===== src/rtl/pos_track_pkg.sv =====
// pos_track_pkg: shared state encoding and step-code constants for the snake-scan position tracker.
package pos_track_pkg;
   typedef enum logic [1:0] {IDLE, TRACK, DONE, ERROR} state_t;
   localparam logic [1:0] DIR_RIGHT = 2'b00;
   localparam logic [1:0] DIR_LEFT = 2'b01;
   localparam int DIR_DOWN_BIT = 1;
endpackage


===== src/rtl/pos_out_reg.sv =====
// pos_out_reg: one-entry valid/ready output register; a load overrides any pending or departing entry.
module pos_out_reg #(
   parameter int W = 8
) (
   input  logic         clk,
   input  logic         n_rst,
   input  logic         clr,
   input  logic         load,
   input  logic [W-1:0] din,
   output logic         valid,
   input  logic         ready,
   output logic [W-1:0] dout
);
   always_ff @(posedge clk or negedge n_rst)
      if (!n_rst) begin
         valid <= 1'b0;
         dout <= '0;
      end else if (load) begin
         valid <= 1'b1;
         dout <= din;
      end else if (clr || ready) begin
         valid <= 1'b0;
      end
endmodule


===== src/rtl/pos_track_rx.sv =====
// pos_track_rx: integrates snake-scan step codes into (x, y) tokens, checks legality and marks the frame's last pixel.
module pos_track_rx
   import pos_track_pkg::*;
#(
   parameter int X_MAX = 5,
   parameter int Y_MAX = 5,
   localparam int XW = $clog2(X_MAX),
   localparam int YW = $clog2(Y_MAX)
) (
   input  logic            clk,
   input  logic            n_rst,
   input  logic            start,
   input  logic [XW-1:0]   max_x,
   input  logic [YW-1:0]   max_y,
   input  logic            step_valid,
   input  logic [1:0]      step_dir,
   output logic            step_ready,
   output logic            pos_valid,
   input  logic            pos_ready,
   output logic [XW-1:0]   pos_x,
   output logic [YW-1:0]   pos_y,
   output logic            pos_last,
   output logic [XW+YW-1:0] pix_cnt,
   output logic            busy,
   output logic            err
);
   localparam int W = 1 + 2 * (XW + YW);
   state_t state, state_n;
   logic [XW-1:0] mx, x, mxm1, nx, fx, fxm1, tx;
   logic [YW-1:0] my, y, mym1, ny, fy, fym1, ty;
   logic [XW+YW-1:0] cnt, tc;
   logic [W-1:0] tok;
   logic p, is_down, is_left, acc, legal, last, load, clr;
   always_comb begin
      is_down = step_dir[DIR_DOWN_BIT];
      is_left = step_dir == DIR_LEFT;
      p = y[0];
      mxm1 = mx - 1'b1;
      mym1 = my - 1'b1;
      step_ready = state == TRACK && !start && (!pos_valid || pos_ready);
      acc = step_valid && step_ready;
      legal = is_down ? (y < mym1 && x == (p ? '0 : mxm1)) :
              is_left ? (p && x != '0) : (step_dir == DIR_RIGHT && !p && x < mxm1);
      nx = is_down ? x : is_left ? x - 1'b1 : x + 1'b1;
      ny = is_down ? y + 1'b1 : y;
      // start evaluates the origin token against the incoming frame size, not the latched one
      fx = start ? max_x : mx;
      fy = start ? max_y : my;
      fxm1 = fx - 1'b1;
      fym1 = fy - 1'b1;
      tx = start ? '0 : nx;
      ty = start ? '0 : ny;
      tc = start ? '0 : cnt + 1'b1;
      last = ty == fym1 && tx == (fy[0] ? fxm1 : '0);
      load = start ? (fx != '0 && fy != '0) : acc && legal;
      clr = start && !load;
      state_n = state;
      if (start) state_n = !load ? ERROR : last ? DONE : TRACK;
      else if (state == TRACK && acc) state_n = !legal ? ERROR : last ? DONE : TRACK;
      else if (state == DONE && pos_valid && pos_ready) state_n = IDLE;
   end
   always_ff @(posedge clk or negedge n_rst)
      if (!n_rst) state <= IDLE;
      else state <= state_n;
   always_ff @(posedge clk or negedge n_rst)
      if (!n_rst) begin
         mx <= '0;
         my <= '0;
         x <= '0;
         y <= '0;
         cnt <= '0;
         err <= 1'b0;
      end else begin
         if (start) begin
            mx <= max_x;
            my <= max_y;
         end
         if (load) begin
            x <= tx;
            y <= ty;
            cnt <= tc;
         end
         if (start) err <= clr;
         else if (acc && !legal) err <= 1'b1;
      end
   assign busy = state != IDLE;
   assign {pos_last, pix_cnt, pos_y, pos_x} = tok;
   pos_out_reg #(.W(W)) u_out (
      .clk  (clk),
      .n_rst(n_rst),
      .clr  (clr),
      .load (load),
      .din  ({last, tc, ty, tx}),
      .valid(pos_valid),
      .ready(pos_ready),
      .dout (tok)
   );
endmodule


===== config.mk =====
export PLATFORM = sky130hd
export DESIGN_NAME = pos_track_rx
export DESIGN_NICKNAME = d
export VERILOG_FILES = /design/src/rtl/pos_track_pkg.sv /design/src/rtl/pos_out_reg.sv /design/src/rtl/pos_track_rx.sv
export SDC_FILE = /design/constraint.sdc
export NUM_CORES = 1
export LEC_CHECK = 0
export ABC_AREA = 1
export CORE_ASPECT_RATIO = 2
export CORE_MARGIN = 2
export CORE_UTILIZATION = 53
export DETAILED_ROUTE_END_ITERATION = 8
export PLACE_DENSITY = 0.79
export SYNTH_ARGS = -nofsm -noshare
export SYNTH_HDL_FRONTEND = slang
export SYNTH_SLANG_ARGS = --single-unit

===== constraint.sdc =====
create_clock -name clk -period 2.46 [get_ports clk]
set_clock_uncertainty 0.1 [all_clocks]
set_input_delay 0.369 -clock clk [delete_from_list [all_inputs] [get_ports clk]]
set_output_delay 0.369 -clock clk [all_outputs]
set_load 0.005 [all_outputs]

==> results.yml <==
cells_and_area:
  fillerInstances: 299
  fin_nets: 346
  final_area_um2: 2290
  final_core_util_pct: 68.5
  antenna_cells: 0
  drive_gt1_share_pct: 12.2
  area_growth_pct: 26.4
  fin_cells: 351
global_routing:
  antenna_found_initial: 0
  grt_max_degree: 24
  track_usage_pct: 26.4
  grt_pass1_wl_um: 7670
  grt_pass1_vias: 1831
  overflow: 0
sta:
  rsz0062_at_grt: "false"
  tightest_slew_ns: 0.318
  max_freq_ghz: 0.435
  drv_slew: 0
  timing.final.ws_setup_ns: 0.163
  slew_headroom_pct: 78.8
  hold-worst-slack_ns: 0.354
  period_needed_ns: 2.30
  fin_crit_sh_pct: 93.4
  setup_violations: 0
  finalSetupTns_ns: 0
  hold_viol: 0
synthesis:
  yosysWarnings: 0
  synthFlopType: "dfrtp_1"
  async_reset_ff_share_pct: 100
  synthesis.nets: 298
  synth_seq_area_share_pct: 31.8
  yosys-top-cells-count: "nand2_1, inv_1, nor2_1"
  synthMostInstantiatedCell: "nand2_1"
  synth-seq-cells: 23
  synth_top_area_share_pct: 31.8
  synth_edf_count: 0
  syn_inst: 272
  yosysUniqueCellTypes: 25
  netlist_area_um2: 1810
  synth_area_leader_cell: "dfrtp_1"
  yosys-top-cells-area: "dfrtp_1, nand2_1, ha_1"
  avgSynthCellArea_um2: 6.66
placement:
  place_hpwl_um: 3710
  portBuffers: 29
  place_ws_ns: -0.116
  place_area_um2: 2240
  dp_cells: 347
  routabilityCongestion: 0.901
route:
  drc: 0
  via_per_inst: 5.28
  drt-met1-wl_um: 1630
  route.met2.wl_um: 2650
  routed_wl_um: 4540
  drt-pass1-iter-count: 4
  drtIter0Drc: 48
  top_layer_used: "met4"
  drtAntennaViolNets: 0
  wl_met3_um: 112
  num_vias: 1855
  drt-wirelength-per-cell_um: 12.9
critical_path:
  endpoint: "state[0]"
  rrSetupSlack_ns: 0.19
  worst_path_max_delay_cell: "clkdlybuf4s50_1"
  critPathLaunch: "start"
  critical_path_required_ns: 2.53
  r2r_end: "u_out.dout[1]"
  crit_type: "input port to flip-flop"
  r2r-start: "my[0]"
  cp_cell_sequence: "clkdlybuf4s50_1, inv_2, or2_2, o21ai_0, ha_1, inv_1, nand4_1, nand2_1, nand2_1, inv_1, nand3_1, nor2_2, nand2_1, nand2_1, nand3_1"
  cp_num_buf_inv: 4
  arrival_ns: 2.36
  max_stage_delay_ns: 0.49
  path_depth: 15
  endpoint_kind: "flip-flop"
  crit_family: "simple AND/OR/NAND/NOR gates"
  worst-r2r-cell-count: 14
  start_kind: "input port"
  crit_path_frequent_cell: "nand2_1"
  cp_max_fo: 5
floorplan:
  ios: 30
  core_um2: 3340
  die_y_um: 86.7
  start_util_pct: 54.2
  fp-row-count: 30
  die_area_um2: 3930
  die_x_um: 45.3
cts:
  cts_inserted_buffers: 3
  cts.sink_count: 23
  cts_tree: "built"
  path_clk_slew_ns: 0.09
  clk_path_buf_depth: 2
  htree_levels: 1
  cts-root-buf: "clkbuf_8"
  post_cts_buffers: 0
  clkLatencyLatePin_ns: 0.27
power:
  ir_drop_mv: 0.340
  p_total_mw: 1.27
  p_per_area_nw_per_um2: 555
  leakagePower_nw: 1.22
min_path:
  min_path_type: "input port to async pin"
run_status:
  status: "completed"
run:
  drv_cap: 0
-- cells in the final DEF (no fill, tap or decap), types with 2 or more instances in the layout --
cell type,Yosys,final
inv_1,37,36
or2_2,5,5
o21ai_2,2,2
buf_4,0,19
clkbuf_8,0,3
dfrtp_1,23,23
nor3_1,3,3
nand2_1,91,91
nand3_1,23,23
clkdlybuf4s50_1,0,29
ha_1,12,12
a21oi_1,4,4
nor2_2,1,2
inv_2,2,3
o21ai_1,9,9
nand4_1,4,4
nor2_1,30,29
o21ai_0,9,9
xnor2_1,2,2
xor2_1,4,4
-- routing by layer --
| layer | track usage, % | vias up |
|---|---|---|
| met4 | 12.3 | 0 |
| li1 | - | 945 |
| met3 | 1.67 | 12 |
| met2 | 51.8 | 38 |
| met5 | 0 | - |
| met1 | 25.3 | 860 |
-- cell type report --
| cell class | count | area [µm²] | area share (%) |
|---|---|---|---|
| clock inverters | 1 | 5.00 | 0.219 |
| flip-flops and latches | 23 | 576 | 25.2 |
| multi-input cells | 205 | 1050 | 45.8 |
| repair buffers | 48 | 433 | 18.9 |
| inverters | 39 | 146 | 6.40 |
| clock buffers | 3 | 41.3 | 1.80 |
| well taps | 32 | 40.0 | 1.75 |
-- cells by family after synthesis --
kind of cell / count (synthesis) / share of synthesized area, %
AO/OA/AOI/OAI: 25 / 7.46
XOR/XNOR: 6 / 2.90
adder cells (fa/ha/maj): 13 / 9.40
buffers and inverters: 44 / 10.5
flip-flops: 23 / 31.8
AND/OR/NAND/NOR: 161 / 37.9
-- registers in the layout (all words and copies together) (netlist names) --
name	cells
state	2
mx	3
u_out.valid	1
err	1
my	3
u_out.dout	13
-- power by group --
part           total (mW)  switching [mW]  internal, mW  leakage [nW]
Clock               0.246           0.133         0.113        0.0255
Combinational       0.530           0.280         0.250         0.903
Sequential          0.493          0.0655         0.427         0.293
-- how the worst min path moves through the flow --
stage	start	to
floorplan	n_rst	err
global placement	u_out.dout[12]	u_out.dout[12]
detailed placement	u_out.dout[12]	u_out.dout[12]
CTS	n_rst	u_out.dout[6]
global route	n_rst	u_out.dout[6]
finish	n_rst	u_out.dout[3]
-- what timing repair did --
item,in CTS,in global routing
hold buffers,0,0
endpoints found under the setup margin,0,5
gates resized for setup,0,2
(Power assumes the default switching activity.)
